<file path="src/rtl/trigger_pkg.sv">
// Shared types and constants for the trigger engine: FSM states, edge-select
// encodings and m_tuser bit positions.
package trigger_pkg;

    typedef enum logic [1:0] {
        ST_IDLE    = 2'd0,
        ST_ACTIVE  = 2'd1,
        ST_HOLDOFF = 2'd2,
        ST_DONE    = 2'd3
    } state_t;

    localparam logic [1:0] EDGE_RISE = 2'b01;
    localparam logic [1:0] EDGE_FALL = 2'b10;
    localparam logic [1:0] EDGE_BOTH = 2'b11;

    localparam int TUSER_RISE = 0;
    localparam int TUSER_FALL = 1;

endpackage

</file>
<file path="src/rtl/trigger_engine_if.sv">
// Sample-stream bundle of the trigger engine: input AXI-Stream slave side and
// output AXI-Stream master side with the {falling, rising} tuser flags.
interface trigger_engine_if #(
    parameter int WIDTH = 16
) ();
    logic             s_tvalid;
    logic             s_tready;
    logic [WIDTH-1:0] s_tdata;
    logic             m_tvalid;
    logic             m_tready;
    logic [WIDTH-1:0] m_tdata;
    logic [1:0]       m_tuser;

    // Engine side of the bundle.
    modport slave (
        input  s_tvalid, s_tdata, m_tready,
        output s_tready, m_tvalid, m_tdata, m_tuser
    );

    // Source/sink side driving samples in and draining beats out.
    modport master (
        output s_tvalid, s_tdata, m_tready,
        input  s_tready, m_tvalid, m_tdata, m_tuser
    );
endinterface

</file>
<file path="src/rtl/axis_pipe_stage.sv">
// One-deep AXI-Stream register slice; accepts whenever the output is empty
// or being drained in the same cycle.
module axis_pipe_stage #(
    parameter int DW = 18
) (
    input  logic          clk,
    input  logic          reset,
    input  logic          in_valid,
    output logic          in_ready,
    input  logic [DW-1:0] in_data,
    output logic          out_valid,
    input  logic          out_ready,
    output logic [DW-1:0] out_data,
    output logic          accept
);
    logic          valid_r;
    logic [DW-1:0] data_r;

    assign in_ready  = !valid_r || out_ready;
    assign accept    = in_valid && in_ready;
    assign out_valid = valid_r;
    assign out_data  = data_r;

    // Output register: load on accept, drop valid once drained, else hold.
    always_ff @(posedge clk) begin
        if (reset) begin
            valid_r <= 1'b0;
            data_r  <= {DW{1'b0}};
        end else if (accept) begin
            valid_r <= 1'b1;
            data_r  <= in_data;
        end else if (out_ready) begin
            valid_r <= 1'b0;
        end else begin
            valid_r <= valid_r;
        end
    end
endmodule

</file>
<file path="src/rtl/trigger_engine.sv">
// Sample passthrough with hysteresis-armed edge triggering, holdoff,
// single-shot/re-arm control and a saturating trigger counter.
module trigger_engine
    import trigger_pkg::*;
#(
    parameter int WIDTH         = 16,
    parameter int HOLDOFF_WIDTH = 16,
    parameter int COUNT_WIDTH   = 32
) (
    input  logic                     clk,
    input  logic                     reset,
    trigger_engine_if.slave          bus,
    input  logic                     enable,
    input  logic [WIDTH-1:0]         level,
    input  logic [WIDTH-1:0]         hysteresis,
    input  logic [1:0]               edge_sel,
    input  logic [HOLDOFF_WIDTH-1:0] holdoff,
    input  logic                     single_shot,
    input  logic                     rearm,
    output logic                     armed,
    output logic                     done,
    output logic [COUNT_WIDTH-1:0]   trigger_count
);
    localparam int TW = WIDTH + 2;

    state_t                   state_r;
    logic [WIDTH-1:0]         cfg_level_r;
    logic [WIDTH-1:0]         cfg_hyst_r;
    logic [1:0]               cfg_edge_r;
    logic [HOLDOFF_WIDTH-1:0] cfg_holdoff_r;
    logic                     cfg_single_r;
    logic                     arm_rise_r;
    logic                     arm_fall_r;
    logic [HOLDOFF_WIDTH-1:0] hold_cnt_r;
    logic [COUNT_WIDTH-1:0]   count_r;

    // Two guard bits keep level +/- an unsigned band from wrapping.
    logic signed [TW-1:0] level_x_s, hyst_x_s, sample_x_s, lo_s, hi_s;
    logic                 arm_lo_s, arm_hi_s, rise_s, fall_s, trig_s, accept_s;
    logic [1:0]           tuser_s;
    logic [TW-1:0]        pipe_data_s;

    assign level_x_s  = {{2{cfg_level_r[WIDTH-1]}}, cfg_level_r};
    assign hyst_x_s   = {2'b00, cfg_hyst_r};
    assign sample_x_s = {{2{bus.s_tdata[WIDTH-1]}}, bus.s_tdata};
    assign lo_s       = level_x_s - hyst_x_s;
    assign hi_s       = level_x_s + hyst_x_s;

    // Detection uses the arm flags as they stood before this beat.
    always_comb begin
        arm_lo_s = (sample_x_s < lo_s);
        arm_hi_s = (sample_x_s > hi_s);
        rise_s   = 1'b0;
        fall_s   = 1'b0;
        if (state_r == ST_ACTIVE) begin
            rise_s = cfg_edge_r[TUSER_RISE] && arm_rise_r && (sample_x_s >= level_x_s);
            fall_s = cfg_edge_r[TUSER_FALL] && arm_fall_r && (sample_x_s <= level_x_s);
        end else begin
            rise_s = 1'b0;
            fall_s = 1'b0;
        end
        tuser_s = {fall_s, rise_s};
        trig_s  = rise_s || fall_s;
    end

    axis_pipe_stage #(.DW(TW)) u_pipe (
        .clk       (clk),
        .reset     (reset),
        .in_valid  (bus.s_tvalid),
        .in_ready  (bus.s_tready),
        .in_data   ({tuser_s, bus.s_tdata}),
        .out_valid (bus.m_tvalid),
        .out_ready (bus.m_tready),
        .out_data  (pipe_data_s),
        .accept    (accept_s)
    );

    assign bus.m_tdata = pipe_data_s[WIDTH-1:0];
    assign bus.m_tuser = pipe_data_s[TW-1:WIDTH];

    assign armed = (state_r == ST_ACTIVE) &&
                   ((cfg_edge_r[TUSER_RISE] && arm_rise_r) || (cfg_edge_r[TUSER_FALL] && arm_fall_r));
    assign done          = (state_r == ST_DONE);
    assign trigger_count = count_r;

    // Trigger FSM: config latch, arm flags, holdoff countdown and event count.
    always_ff @(posedge clk) begin
        if (reset) begin
            state_r       <= ST_IDLE;
            cfg_level_r   <= {WIDTH{1'b0}};
            cfg_hyst_r    <= {WIDTH{1'b0}};
            cfg_edge_r    <= 2'b00;
            cfg_holdoff_r <= {HOLDOFF_WIDTH{1'b0}};
            cfg_single_r  <= 1'b0;
            arm_rise_r    <= 1'b0;
            arm_fall_r    <= 1'b0;
            hold_cnt_r    <= {HOLDOFF_WIDTH{1'b0}};
            count_r       <= {COUNT_WIDTH{1'b0}};
        end else if (!enable) begin
            state_r    <= ST_IDLE;
            arm_rise_r <= 1'b0;
            arm_fall_r <= 1'b0;
            hold_cnt_r <= {HOLDOFF_WIDTH{1'b0}};
        end else begin
            case (state_r)
                ST_IDLE: begin
                    state_r       <= ST_ACTIVE;
                    cfg_level_r   <= level;
                    cfg_hyst_r    <= hysteresis;
                    cfg_edge_r    <= edge_sel;
                    cfg_holdoff_r <= holdoff;
                    cfg_single_r  <= single_shot;
                    arm_rise_r    <= 1'b0;
                    arm_fall_r    <= 1'b0;
                    count_r       <= {COUNT_WIDTH{1'b0}};
                end
                ST_ACTIVE: begin
                    if (accept_s && trig_s) begin
                        arm_rise_r <= 1'b0;
                        arm_fall_r <= 1'b0;
                        if (count_r != {COUNT_WIDTH{1'b1}}) begin
                            count_r <= count_r + COUNT_WIDTH'(1);
                        end
                        if (cfg_single_r) begin
                            state_r <= ST_DONE;
                        end else if (cfg_holdoff_r != {HOLDOFF_WIDTH{1'b0}}) begin
                            state_r    <= ST_HOLDOFF;
                            hold_cnt_r <= cfg_holdoff_r;
                        end
                    end else if (accept_s) begin
                        arm_rise_r <= arm_rise_r | arm_lo_s;
                        arm_fall_r <= arm_fall_r | arm_hi_s;
                    end
                end
                ST_HOLDOFF: begin
                    if (accept_s) begin
                        arm_rise_r <= arm_rise_r | arm_lo_s;
                        arm_fall_r <= arm_fall_r | arm_hi_s;
                        if (hold_cnt_r <= HOLDOFF_WIDTH'(1)) begin
                            state_r    <= ST_ACTIVE;
                            hold_cnt_r <= {HOLDOFF_WIDTH{1'b0}};
                        end else begin
                            hold_cnt_r <= hold_cnt_r - HOLDOFF_WIDTH'(1);
                        end
                    end
                end
                ST_DONE: begin
                    if (rearm) begin
                        state_r    <= ST_ACTIVE;
                        arm_rise_r <= 1'b0;
                        arm_fall_r <= 1'b0;
                    end
                end
                default: begin
                    state_r <= ST_IDLE;
                end
            endcase
        end
    end
endmodule
</file>
<file path="src/flat_wrapper.sv">
// flat-port wrapper written by rule: the top's interface ports become plain ports
module trigger_engine_flat import trigger_pkg::*;
#(
    parameter int WIDTH         = 16,
    parameter int HOLDOFF_WIDTH = 16,
    parameter int COUNT_WIDTH   = 32
)
  (clk, reset, enable, level, hysteresis, edge_sel, holdoff, single_shot, rearm, armed, done, trigger_count, bus_s_tvalid, bus_s_tdata, bus_m_tready, bus_s_tready, bus_m_tvalid, bus_m_tdata, bus_m_tuser);
  trigger_engine_if #(.WIDTH(WIDTH)) bus_i ();
  input  logic clk;
  input  logic reset;
  input  logic enable;
  input  logic [WIDTH-1:0] level;
  input  logic [WIDTH-1:0] hysteresis;
  input  logic [1:0] edge_sel;
  input  logic [HOLDOFF_WIDTH-1:0] holdoff;
  input  logic single_shot;
  input  logic rearm;
  output logic armed;
  output logic done;
  output logic [COUNT_WIDTH-1:0] trigger_count;
  input wire logic [$bits(bus_i.s_tvalid)-1:0] bus_s_tvalid;
  input wire logic [$bits(bus_i.s_tdata)-1:0] bus_s_tdata;
  input wire logic [$bits(bus_i.m_tready)-1:0] bus_m_tready;
  output wire logic [$bits(bus_i.s_tready)-1:0] bus_s_tready;
  output wire logic [$bits(bus_i.m_tvalid)-1:0] bus_m_tvalid;
  output wire logic [$bits(bus_i.m_tdata)-1:0] bus_m_tdata;
  output wire logic [$bits(bus_i.m_tuser)-1:0] bus_m_tuser;
  assign bus_i.s_tvalid = bus_s_tvalid;
  assign bus_i.s_tdata = bus_s_tdata;
  assign bus_i.m_tready = bus_m_tready;
  assign bus_s_tready = bus_i.s_tready;
  assign bus_m_tvalid = bus_i.m_tvalid;
  assign bus_m_tdata = bus_i.m_tdata;
  assign bus_m_tuser = bus_i.m_tuser;
  trigger_engine #(.WIDTH(WIDTH), .HOLDOFF_WIDTH(HOLDOFF_WIDTH), .COUNT_WIDTH(COUNT_WIDTH)) u_core (.clk(clk), .reset(reset), .bus(bus_i), .enable(enable), .level(level), .hysteresis(hysteresis), .edge_sel(edge_sel), .holdoff(holdoff), .single_shot(single_shot), .rearm(rearm), .armed(armed), .done(done), .trigger_count(trigger_count));
endmodule
</file>
<file path="config.mk">
export PLATFORM = sky130hd
export DESIGN_NAME = trigger_engine_flat
export DESIGN_NICKNAME = d
export VERILOG_FILES = /design/src/rtl/trigger_pkg.sv /design/src/rtl/trigger_engine_if.sv /design/src/rtl/axis_pipe_stage.sv /design/src/rtl/trigger_engine.sv /design/src/flat_wrapper.sv
export SDC_FILE = /design/constraint.sdc
export NUM_CORES = 1
export LEC_CHECK = 0
export CAP_MARGIN = 20
export CORE_MARGIN = 3
export CORE_UTILIZATION = 61
export CTS_BUF_LIST = sky130_fd_sc_hd__clkbuf_4
export CTS_CLUSTER_SIZE = 20
export DETAILED_ROUTE_END_ITERATION = 10
export GPL_TIMING_DRIVEN = 0
export PLACE_DENSITY = 0.89
export REMOVE_ABC_BUFFERS = 1
export SYNTH_ARGS = -nofsm -noshare
export SYNTH_HDL_FRONTEND = slang
export SYNTH_SLANG_ARGS = --single-unit
</file>
<file path="constraint.sdc">
create_clock -name clk -period 11.84 [get_ports clk]
set_input_delay 2.368 -clock clk [delete_from_list [all_inputs] [get_ports clk]]
set_output_delay 2.368 -clock clk [all_outputs]
set_load 0.1 [all_outputs]
</file>
==> results of run 1 <==
-- report_power, final --
group          leakage [nW]  internal, mW  switching (mW)
logic                  2.83         0.123           0.168
clock network         0.125         0.106           0.162
registers             0.994         0.425          0.0123
total                  3.95         0.653           0.342
-- final timing paths --
check                                         start                                endpoint
max reg2reg       u_core.cfg_hyst_r[0]$_SDFFE_PP0P_          u_core.arm_fall_r$_SDFFE_PP0N_
max                                    bus_m_tready                            bus_s_tready
min reg2reg  u_core.u_pipe.out_data[9]$_SDFFE_PP0P_  u_core.u_pipe.out_data[9]$_SDFFE_PP0P_
min          u_core.u_pipe.out_data[9]$_SDFFE_PP0P_  u_core.u_pipe.out_data[9]$_SDFFE_PP0P_
-- critical path, cell delays in order --
cell and delay [ns]:
clkdlybuf4s50_1 0.44, nand2b_1 0.19, clkdlybuf4s50_1 1.17
-- cell usage in the layout, fill, tap and decap left out, types with 4 or more instances in the layout --
master             n
nor3_1            19
xnor2_1           29
o21ai_0           33
a211oi_1           5
clkinv_1           5
nand4_1           20
nor2b_1           15
a22oi_1            9
clkinvlp_4         4
clkdlybuf4s50_1  125
ha_1              91
and3_1            15
o211ai_1           8
o31ai_1           19
o311ai_0           5
and4_1             5
nand3_1           25
nor4_1            11
dfxtp_1          122
a21oi_1          115
a21o_1             9
nor2_1            67
or3_1              9
and2_1             8
inv_1             69
a211o_1            5
a2111oi_0          4
a31oi_1           43
nand2b_1          23
nand2_1          184
o21a_1            12
o21bai_1           4
xor2_1             8
clkbuf_4          19
-- per-stage QoR --
stage | instance area, sq um | total power [mW] | setup slack, ns
after detailed placement | 9780 | 0.734 | 5.31
after CTS | 10000 | 0.998 | 5.30
after floorplan | 8170 | 0.641 | 6.04
final | 10000 | 0.995 | 5.30
after global placement | 9650 | 0.721 | 3.34
after global routing | 10000 | 1.05 | 5.24
-- flip-flops by register name, summed over array words and instances, names as in the netlist --
signal / cells
u_core.arm_fall_r: 1
u_core.cfg_holdoff_r: 16
u_core.trigger_count: 32
u_core.cfg_single_r: 1
u_core.cfg_level_r: 16
u_core.cfg_edge_r: 2
u_core.u_pipe.out_valid: 1
u_core.hold_cnt_r: 16
u_core.cfg_hyst_r: 16
u_core.u_pipe.out_data: 18
u_core.state_r: 2
u_core.arm_rise_r: 1
-- cell families (layout without fill, tap and decap cells) --
group                    count (synthesis)  in the layout  synth area share, %
buffers and inverters                  125            236                 5.84
flip-flops                             122            122                 29.1
adder cells (fa/ha/maj)                 93             93                 14.0
XOR/XNOR                                37             37                 3.86
AO/OA/AOI/OAI                          300            300                 22.5
multiplexers                             3              3                0.357
AND/OR/NAND/NOR                        422            422                 24.4
-- layer usage --
layer / GRT usage [%] / wire [um] / up-vias / part of all wire, %
met1: 36.3 / 9370 / 3853 / 43
met3: 8.14 / 1680 / 56 / 7.7
met4: 10.2 / 503 / 0 / 2.3
met2: 49.4 / 10300 / 305 / 47
li1: - / - / 4130 / -
met5: 0 / 0 / - / 0
-- Yosys cell counts (4+ instances only) --
master and count:
nand4_1 20, xor2_1 8, nor2_1 67, nor3_1 19, a211oi_1 5, and2_1 9
and3_1 15, xnor2_1 29, buf_2 8, o21a_1 12, a21oi_1 115, o21ai_0 33
a22oi_1 9, o21bai_1 4, o211ai_1 8, a2111oi_0 4, a21o_1 9, clkbuf_1 43
nand2b_1 23, nor4_1 11, a211o_1 5, ha_1 91, o31ai_1 19, a31oi_1 44
inv_1 69, nand2_1 185, nand3_1 25, and4_1 5, o311ai_0 5, or3_1 9
dfxtp_1 122, nor2b_1 15
-- layout make-up --
type	instances	area (sq um)	area share (%)
Clock inverter	13	103	1.02
Timing Repair Buffer	134	1390	13.8
Inverter	70	263	2.62
Clock buffer	19	143	1.42
Sequential cell	122	2440	24.3
Multi-Input combinational cell	855	5480	54.6
Tap cell	176	220	2.19
==> flow_summary_export.csv, run 1 <==
group,metric,value,unit
logic_synthesis,syn_area_per_cell,7.62,sq um
timing,hold_violations,0,
placement,dp_hpwl,16100,um
route,vias,8344,
layout,final_util,75.2,%
layout,antenna_cells,0,
timing,rsz0062_at_grt,"no",
critical_path,r2r_cells,16,
floorplan,core_area,13300,sq um
route,detail_route.vias_per_cell,6.01,
pwr,p_per_area,99.2,nW/um^2
grt,grt_pass1_wl,36300,um
route,drcViolationCount,0,
min_path,hp-class,"reg -> reg",
route,dr.pass1.iters,6,
grt,grt_usage,29.4,%
clocking,cts.htree.levels,4,
clocking,clock-sinks,122,
clocking,clkLatencyLatePin,0.57,ns
logic_synthesis,synth_top_cell_by_area,"dfxtp_1",
route,routed_wl,21800,um
logic_synthesis,synth_area,8400,sq um
clocking,cts_setup_buffers,0,
floorplan,die_w,123,um
floorplan,io_pins,127,
min_path,min_path_cells,2,
logic_synthesis,yosysWarnings,0,
critical_path,crit_required,9.47,ns
floorplan,dieHeight,123,um
pwr,peakVddDrop,0.0929,mV
route,avgRoutedWirePerCell,15.7,um
logic_synthesis,ys_seq_area_share,29.1,%
layout,syn2layout_area_growth,19.5,%
timing,post-route-period-util,55.2,%
floorplan,rows,42,
grt,antenna_found_initial,0,
layout,num-fill-cells,1032,
logic_synthesis,async_reset_ff_share,0,%
clocking,clk_pin_slew_worst_paths,0.10,ns
clocking,cts_resized,0,
timing,fmax,153,MHz
placement,globalplace.congestion,0.918,
critical_path,critPathKind,"in -> out",
timing,slew_violations,0,
critical_path,crit_path_max_fanout,4,
critical_path,r2r_setup_slack,7.17,ns
clocking,postCtsHoldBufs,0,
clocking,root_buffer,"clkbuf_4",
layout,nets,1366,
logic_synthesis,synth_edf_count,0,
critical_path,worstPathArrival,4.17,ns
logic_synthesis,ys.flop_type,"dfxtp_1",
route,antenna_left,0,
placement,port_buffers,126,
timing,holdWs,0.460,ns
logic_synthesis,ys_ff_latch,122,
floorplan,dieArea,15200,sq um
timing,tns,0,ns
status,outcome,"finished clean",
grt,overflow,0,
route,drt_iter0_markers,601,
timing,setup_viol,0,
clocking,cts_tree,"yes",
placement,dp_cells,1356,
timing,max_slew_margin,29.0,%
logic_synthesis,synth_top_area_share,29.1,%
grt,grt_pass1_vias,7933,
critical_path,cp-end-kind,"output pin",
logic_synthesis,synth.area.top_cells,"dfxtp_1, ha_1, nand2_1",
layout,fin_cells,1389,
flow_run,max-cap-violations,0,
timing,skew,0.0181,ns
clocking,max-clock-path-buffers,2,
critical_path,startpoint_type,"input port",
layout,drive_above_1_share,4.86,%
timing,min_period,6.54,ns
pwr,p_leak,3.95,nW
timing,tightestPinTransition,1.06,ns
floorplan,start_util,62.9,%
grt,grt_start_max_net_pins,43,
logic_synthesis,syn_inst,1102,
clocking,cts_made_buffers,17,
logic_synthesis,ys_types,71,
(Power assumes the default switching activity.)
==> run 2, diff against run 1 <==
Settings changed: CORE_UTILIZATION 61 to 57, PLACE_DENSITY 0.89 to 0.84.
Clock period 11.84 ns to 6.21 ns, I/O delays scaled along.
==> run 2 against run 1 <==
First-iteration DRC count increased by 18%. Critical path depth grew 7. Clock skew is 0.0016 ns higher. Global-route usage shrank 1.5 points. Non-clock buffer count stayed put.
==> flow_summary_export.csv, run 2 (synthesis gave the netlist of run 1 again) <==
group,metric,value,unit
timing,post-route-period-util,75.4,%
timing,rsz0062_at_grt,"no",
status,outcome,"finished clean",
critical_path,crit_path_max_fanout,15,
critical_path,crit_path_cell_trace,"clkdlybuf4s50_1 > ha_1 > nand2_1 > nor3_1 > a311oi_2 > mux2i_1 > o22ai_1 > o211ai_1 > and2_1 > o31ai_1",
pwr,p_leak,3.98,nW
route,avgRoutedWirePerCell,16.4,um
floorplan,io_pins,127,
flow_run,max-cap-violations,0,
min_path,hp-class,"reg -> reg",
critical_path,cp-end-kind,"register",
layout,final_cell_area,10100,sq um
critical_path,r2r_setup_slack,1.59,ns
placement,dp_hpwl,16600,um
layout,largest_register_ffs,32,
grt,grt_start_max_net_pins,42,
timing,setup_slack,1.53,ns
clocking,postCtsHoldBufs,0,
pwr,p_int,1.35,mW
timing,fmax,214,MHz
critical_path,r2r_cells,16,
layout,num-fill-cells,1155,
pwr,p_per_area,198,nW/um^2
timing,hold_violations,0,
clocking,root_buffer,"clkbuf_4",
clocking,cts_setup_buffers,0,
route,detail_route.vias_per_cell,6.02,
pwr,peakVddDrop,0.140,mV
clocking,cts_tree,"yes",
clocking,clk_pin_slew_worst_paths,0.09,ns
floorplan,start_util,59.4,%
pwr,clockPowerShare,30.2,%
route,routed_wl,22800,um
critical_path,timing.critical_path.buf_inv,1,
critical_path,cp-startpoint,"bus_s_tdata[15]",
timing,max_slew_margin,30.5,%
placement,globalplace.congestion,0.863,
timing,tns,0,ns
timing,setup_viol,0,
clocking,clock-sinks,122,
critical_path,cp.depth,10,
pwr,sw_frac_of_total,32.0,%
layout,final_cell_mix,"nand2_1, clkdlybuf4s50_1, dfxtp_1, a21oi_1, ha_1",
layout,syn2layout_area_growth,20.0,%
grt,overflow,0,
grt,grt_pass1_vias,8029,
placement,placed_cell_area,9790,sq um
route,vias,8370,
critical_path,crit_family,"compound AO/OA/AOI/OAI gates",
critical_path,slowest_delay,0.84,ns
critical_path,critPathCapture,"u_core.hold_cnt_r[7]$_SDFFE_PP0P_",
floorplan,dieArea,16200,sq um
pwr,power.share.sequential,41.8,%
clocking,cts_made_buffers,17,
min_path,min-delay-start,"u_core.u_pipe.out_data[9]$_SDFFE_PP0P_",
critical_path,r2r-start,"u_core.cfg_hyst_r[0]$_SDFFE_PP0P_",
timing,holdWs,0.458,ns
grt,grt_pass1_wl,37700,um
route,dr.pass1.iters,5,
floorplan,dieHeight,127,um
placement,port_buffers,126,
grt,grt_usage,27.9,%
grt,antenna_found_initial,0,
clocking,cts.htree.levels,4,
floorplan,die_w,127,um
timing,tightestPinTransition,1.04,ns
critical_path,critPathKind,"in -> reg",
critical_path,cp_slowest_cell,"o211ai_1",
layout,nets,1366,
clocking,cts_resized,0,
timing,skew,0.0197,ns
layout,antenna_cells,0,
critical_path,r2r_end,"u_core.arm_fall_r$_SDFFE_PP0N_",
placement,place_ws,1.14,ns
timing,min_period,4.68,ns
pwr,pwr-share-comb,28.0,%
timing,slew_violations,0,
layout,drive_above_1_share,4.55,%
route,drcViolationCount,0,
route,drt_iter0_markers,710,
clocking,clkLatencyLatePin,0.53,ns
critical_path,crit_required,6.59,ns
pwr,power.switching,0.638,mW
clocking,max-clock-path-buffers,2,
critical_path,startpoint_type,"input port",
layout,mostFrequentLayoutCell,"nand2_1",
route,antenna_left,0,
floorplan,core_area,14100,sq um
critical_path,worstPathArrival,5.06,ns
floorplan,rows,43,
run 2: worst min-delay path by stage:
stage	end	cells after the start
after CTS	u_core.u_pipe.out_data[10]$_SDFFE_PP0P_	2
after global placement	u_core.u_pipe.out_data[16]$_SDFFE_PP0P_	2
after global routing	u_core.u_pipe.out_data[9]$_SDFFE_PP0P_	2
after detailed placement	u_core.u_pipe.out_data[10]$_SDFFE_PP0P_	2
after floorplan	u_core.cfg_holdoff_r[15]$_SDFFE_PP0P_	2
final	u_core.u_pipe.out_data[9]$_SDFFE_PP0P_	2
run 2: worst register-to-register path: stages (launching register included):
cell and delay [ns]:
dfxtp_1 0.35, ha_1 0.23, fa_1 0.42, nand2b_1 0.13
a221oi_1 0.12, o41ai_1 0.47, o211ai_1 0.26, a311oi_1 0.55
o21bai_1 0.13, a21oi_1 0.20, xnor2_1 0.14, ha_1 0.26
a2111oi_0 0.53, nor4bb_1 0.30, o21ai_0 0.15, a32oi_1 0.23
a211oi_1 0.06
run 2: power by group through the flow:
| stage | Sequential [mW] | Combinational (mW) | Clock (mW) |
|---|---|---|---|
| CTS | 0.833 | 0.553 | 0.609 |
| global route | 0.838 | 0.620 | 0.642 |
| finish | 0.834 | 0.558 | 0.601 |
| detailed placement | 0.851 | 0.547 | 0 |
| global placement | 0.850 | 0.526 | 0 |
| floorplan | 0.891 | 0.331 | 0 |
run 2: layout make-up:
cell class                 instances  area [sq um]  area share (%)
timing repair buffer             134          1390            13.7
inverter                          70           263            2.61
clock inverter                    11           155            1.54
tap                              180           225            2.23
sequential                       122          2440            24.2
multi-input combinational        855          5480            54.3
clock buffer                      18           135            1.34
run 2: routing by layer:
layer	GRT usage [%]	wire length [um]
met5	0	0
met2	45.7	10500
met1	35.4	9820
met4	9.40	528
met3	7.86	1930
run 2: per-stage QoR:
stage | utilization (%) | total power [mW] | cells
after floorplan | - | 1.22 | 1047
after global placement | 68.3 | 1.38 | 1353
after detailed placement | 69.2 | 1.40 | 1360
after CTS | 71.2 | 1.99 | 1389
after global routing | 71.3 | 2.10 | 1390
final | 71.3 | 1.99 | 1390
==> variant 1 (flow settings as in run 1) <==
Re-encode `state_t` (4 states) as one-hot, 4 bits wide.
--- a/src/rtl/trigger_pkg.sv
+++ b/src/rtl/trigger_pkg.sv
@@ -2,11 +2,11 @@
 // encodings and m_tuser bit positions.
 package trigger_pkg;
 
-    typedef enum logic [1:0] {
-        ST_IDLE    = 2'd0,
-        ST_ACTIVE  = 2'd1,
-        ST_HOLDOFF = 2'd2,
-        ST_DONE    = 2'd3
+    typedef enum logic [3:0] {
+        ST_IDLE    = 4'b0001,
+        ST_ACTIVE  = 4'b0010,
+        ST_HOLDOFF = 4'b0100,
+        ST_DONE    = 4'b1000
     } state_t;
 
     localparam logic [1:0] EDGE_RISE = 2'b01;
Behaviour: no difference found for any inputs over 4 cycles, from zero or initial values and one cycle with reset high; so few cycles prove little.
==> variant 1 against run 1 <==
- sequential cell count grew 2
- total power rose by 2.3%
- sequential power grew 2%
- wire length shrank 6.4%
- via count decreased by 3.0%
- synthesized cell count shrank 2.1%
- worst setup slack improved by 0.054 ns
- synthesized area is 1.7% lower
- non-clock buffer count shrank 4
- cell count down 2.3%
- final area shrank 2.0%
- die area shrank 1.7%
- clock power hardly changed
- count of clock-buffer cells in the layout unchanged
- largest cell class unchanged
- highest routed layer unchanged
==> variant 1: results (changes against run 1) <==
status=complete, no violations; largest net degree at the start of global routing=86 (+100%); sequential area share after synthesis=30.07% (+1.0 points); Clock Skew=0.01660 ns (-0.001498 ns); CP Max Fanout=4 (unchanged); DP Wirelength=14.85 mm (-7.7%); number of H-tree levels=4 (unchanged); wire length on met2=9.461 mm (-8.1%); first-pass GRT wire length=33.41 mm (-7.9%); worst slew pin tran=0.9979 ns (-0.06300 ns); FILL cells=1050 (+1.7%); highest routed layer=met4; multiplexer area fraction after synthesis=0.9701% (+0.61 points); layout cells sized above 1=4.641% (-0.22 points); Post-CTS Resized=0 (unchanged); Clock Path Buffers=2 (unchanged); Synth area leaders=dfxtp_1 30%, ha_1 13%, nand2_1 8.7%; Avg Cell Area, Syn=7.650 µm² (+0.35%); vias per cell=5.962 (-0.75%); Total Wirelength=20.45 mm (-6.4%); nets@finish=1335 (-2.3%); Worst-Skew Late Latency=0.55 ns (-0.02 ns); Synth Area in XOR/XNOR=3.608% (-0.25 points); Compound-Gate Fraction of Synth Area=21.81% (-0.68 points); main combinational cell family by area after synthesis=simple AND/OR/NAND/NOR gates; ys async rst share=0% (unchanged); vias in the first global route=7231 (-8.8%); synth warn=0 (unchanged); Yosys cell types=65 (-8.5%); root buffer cell=clkbuf_4; non-filler cells, final=1357 (-2.3%); initial antenna violation count=0 (unchanged); Post-Synth Adder-Cell Area=13.67% (-0.36 points); VDD IR-drop max=0.09478 mV (+2.0%); cell leakage power=3.791 nW (-4.1%); Main synth FF type=dfxtp_1; antenna cells=0 (unchanged); Pre-antenna DRT Iters=7 (+1); routed length on met3=1.545 mm (-7.9%); clock transition at the registers of the reported paths=0.10 ns (about the same); All-Layer GR Usage=27.22% (-2.2 points); CP Data Arrival Time=4.12 ns (-0.05 ns); DR iter-0 viols=541 (-10%); M1 WL=9.035 mm (-3.6%); Final GP Congestion=0.9262 (+0.88%); cts bufs inserted=17 (unchanged); IO buf count=126 (unchanged); commonest cells in the synthesized netlist=192 x nand2_1, 124 x dfxtp_1, 120 x a21oi_1; max reg flops=32 (unchanged); worst hold path class=flip-flop to flip-flop; Post-CTS Setup Inserts=0 (unchanged)
## variant 1: cell types whose count changed after synthesis, moves of 7 or more
cell,change
a221oi_1,+8
a22oi_1,-8
a31o_2,+7
a31oi_1,-36
inv_1,-11
nand2_1,+7
nor2b_1,+8
o21ai_0,-7
o31ai_1,-11
or3_1,+12
## variant 1: logic make-up (layout without fill, tap and decap cells)
kind of cell / after synthesis / count (layout)
and+or+nand+nor: 436 / 436
AOI/OAI and AO/OA: 275 / 275
xor gates and xnor gates: 34 / 34
adders and majority gates: 89 / 89
DFF: 124 / 124
buffers and inverters: 113 / 219
muxes: 8 / 8
## variant 1: through the flow
step	instance area (µm²)	setup WS (ns)	utilization, %	hold slack, ns
floorplan	8030	6.308	-	0.4305
global placement	9507	4.707	73.54	0.4415
detailed placement	9574	5.353	74.06	0.4488
CTS	9817	5.349	75.94	0.4635
global route	9832	5.302	76.05	0.4868
finish	9832	5.354	76.05	0.4618
## variant 1: area by class of cell
| type | instances | area share, % |
|---|---|---|
| multi-input cells | 842 | 54.37 |
| clock buffers | 19 | 1.451 |
| repair buffers | 130 | 13.51 |
| inverters | 58 | 2.214 |
| flip-flops and latches | 124 | 25.25 |
| clock inverters | 12 | 1.018 |
| well taps | 172 | 2.189 |
## variant 1: where the power goes
part | switching, mW | internal [mW] | leakage (nW)
clock | 0.162 | 0.106 | 0.136
combinational | 0.175 | 0.130 | 2.65
sequential | 0.0141 | 0.432 | 1.01
## variant 1: path summary, 6_finish.rpt
kind / endpoint / startpoint / cells past startpoint / slack [ns]
worst min-delay path: u_core.u_pipe.out_data[2]$_SDFFE_PP0P_ / u_core.u_pipe.out_data[2]$_SDFFE_PP0P_ / 2 / 0.46
worst min register to register: u_core.u_pipe.out_data[2]$_SDFFE_PP0P_ / u_core.u_pipe.out_data[2]$_SDFFE_PP0P_ / 2 / 0.46
worst max register to register: u_core.arm_rise_r$_SDFFE_PP0P_ / u_core.cfg_level_r[0]$_SDFFE_PP0P_ / 18 / 7.63
worst max-delay path: bus_s_tready / bus_m_tready / 3 / 5.35
## variant 1: critical path, stage by stage
cell and delay (ns):
clkdlybuf4s50_1 0.45, nand2b_1 0.15, clkdlybuf4s50_1 1.15
## variant 1: per-layer routing
| metal | GRT usage, % | vias up |
|---|---|---|
| met3 | 5.622 | 40 |
| met1 | 36.34 | 3725 |
| met4 | 8.957 | 0 |
| met5 | 0 | - |
| li1 | - | 4017 |
| met2 | 44.11 | 309 |
==> variant 2 (config.mk and constraints of run 1) <==
Made on the original files. `HOLDOFF_WIDTH` is set to 16 in 2 places; all go to 32.
--- a/src/rtl/trigger_engine.sv
+++ b/src/rtl/trigger_engine.sv
@@ -4,7 +4,7 @@
     import trigger_pkg::*;
 #(
     parameter int WIDTH         = 16,
-    parameter int HOLDOFF_WIDTH = 16,
+    parameter int HOLDOFF_WIDTH = 32,
     parameter int COUNT_WIDTH   = 32
 ) (
     input  logic                     clk,
--- a/src/flat_wrapper.sv
+++ b/src/flat_wrapper.sv
@@ -2,7 +2,7 @@
 module trigger_engine_flat import trigger_pkg::*;
 #(
     parameter int WIDTH         = 16,
-    parameter int HOLDOFF_WIDTH = 16,
+    parameter int HOLDOFF_WIDTH = 32,
     parameter int COUNT_WIDTH   = 32
 )
   (clk, reset, enable, level, hysteresis, edge_sel, holdoff, single_shot, rearm, armed, done, trigger_count, bus_s_tvalid, bus_s_tdata, bus_m_tready, bus_s_tready, bus_m_tvalid, bus_m_tdata, bus_m_tuser);
Interface: changed (resized holdoff); port bits go from 127 to 143. No check against the original RTL was run, so the function may have changed too.
==> variant 2 against run 1 <==
- sequential share of layout area grew 1.5 points
- critical path depth unchanged
- combinational power increased by 23%
- first-iteration DRC count up 14%
- worst setup slack lost 0.061 ns
- sequential cell count increased by 32
- wire length rose by 24%
- synthesized area is 20% higher
- total power grew 26%
- die area up 19%
- final area grew 19%
- maximum frequency is 0.92% lower
==> variant 2: results (changes against run 1) <==
first-pass GRT wire length=44.23 mm (+22%); largest net degree at the start of global routing=73 (+70%); DR iter-0 viols=685 (+14%); vias in the first global route=9392 (+18%); Yosys cell types=89 (+25%); cell leakage power=4.661 nW (+18%); All-Layer GR Usage=29.30% (-0.10 points); commonest cells in the synthesized netlist=224 x nand2_1, 154 x dfxtp_1, 141 x a21oi_1; via count=10110 (+21%); ys async rst share=0% (unchanged); Place WS=5.258 ns (-0.05061 ns); Net Sw Frac=34.98% (+0.59 points); Placed Cells=1600 (+18%); cts bufs inserted=17 (unchanged); worst slew pin tran=1.096 ns (+0.03504 ns); synth warn=0 (unchanged); CP Max Fanout=5 (+1); CP Data Arrival Time=4.23 ns (+0.06 ns); Clock Skew=0.02959 ns (+0.01150 ns); Final GP Congestion=0.9330 (+1.6%); clock transition at the registers of the reported paths=0.12 ns (+0.02 ns); IO buf count=142 (+13%); Avg Cell Area, Syn=7.729 µm² (+1.4%); Post-DP Area=11630 µm² (+19%); vias per cell=6.196 (+3.1%); layout cells sized above 1=5.014% (+0.15 points); VDD IR-drop max=0.1053 mV (+13%); Pre-antenna DRT Iters=5 (-1); sequential area share after synthesis=30.54% (+1.5 points); DR WL/cell=16.60 µm (+5.5%); Synth area leaders=dfxtp_1 31%, ha_1 11%, nand2_1 8.3%; status=complete, no violations; DP Wirelength=19.89 mm (+24%); FF+latch count, synth=154 (+26%); Worst-Skew Late Latency=0.60 ns (+0.03 ns)
-- variant 2: cell count changes in the layout (fill, tap and decap cells not counted), moves of 14 or more --
cell / change
mux2i_1: +15
a31oi_1: -34
nor2_1: +14
a21oi_1: +26
nand2_1: +39
o31ai_1: +18
dfxtp_1: +32
clkdlybuf4s50_1: +16
-- variant 2: power by group through the flow --
stage	Clock (mW)	Sequential, mW	Combinational [mW]
after detailed placement	0	0.566	0.351
final	0.346	0.555	0.357
after floorplan	0	0.593	0.210
after global placement	0	0.566	0.338
after global routing	0.373	0.558	0.393
after CTS	0.348	0.555	0.354
-- variant 2: logic make-up after synthesis --
| kind of cell | after synthesis | synth area share (%) |
|---|---|---|
| adder cells (fa/ha/maj) | 93 | 11.68 |
| AO/OA/AOI/OAI | 362 | 23.50 |
| buffers and inverters | 141 | 5.653 |
| flip-flops | 154 | 30.54 |
| AND/OR/NAND/NOR | 506 | 24.04 |
| XOR/XNOR | 31 | 2.690 |
| multiplexers | 19 | 1.897 |
-- variant 2: area by class of cell --
class                      instances  area (µm²)  share of cell area (%)
multi-input combinational       1011        6451                   54.09
sequential                       154        3083                   25.85
timing repair buffer             149        1564                   13.11
tap                              216       270.3                   2.266
inverter                          70       262.8                   2.203
clock inverter                    14       161.4                   1.353
clock buffer                      18       135.1                   1.133
-- variant 2: worst paths after layout --
check / depth (start not counted) / endpoint / slack, ns / from
setup / recovery: 3 / bus_s_tready / 5.24 / bus_m_tready
hold reg to reg: 2 / u_core.u_pipe.out_data[8]$_SDFFE_PP0P_ / 0.46 / u_core.u_pipe.out_data[8]$_SDFFE_PP0P_
hold / removal: 2 / u_core.u_pipe.out_data[8]$_SDFFE_PP0P_ / 0.46 / u_core.u_pipe.out_data[8]$_SDFFE_PP0P_
setup reg to reg: 16 / u_core.arm_fall_r$_SDFFE_PP0N_ / 7.40 / u_core.cfg_hyst_r[2]$_SDFFE_PP0P_
-- variant 2: worst max-delay path, stage by stage --
cell             delay (ns)
clkdlybuf4s50_1        0.44
nand2b_1               0.23
clkdlybuf4s50_1        1.18
-- variant 2: per-layer routing --
metal  GRT usage [%]  vias up  wire (µm)  share of wire, %
met5               0        -          0                 0
met4           13.69        0       1185               4.4
met3           5.365      102       1771               6.5
met2           51.20      429      13290                49
met1           34.83     4697      10840                40
li1                -     4884          -                 -
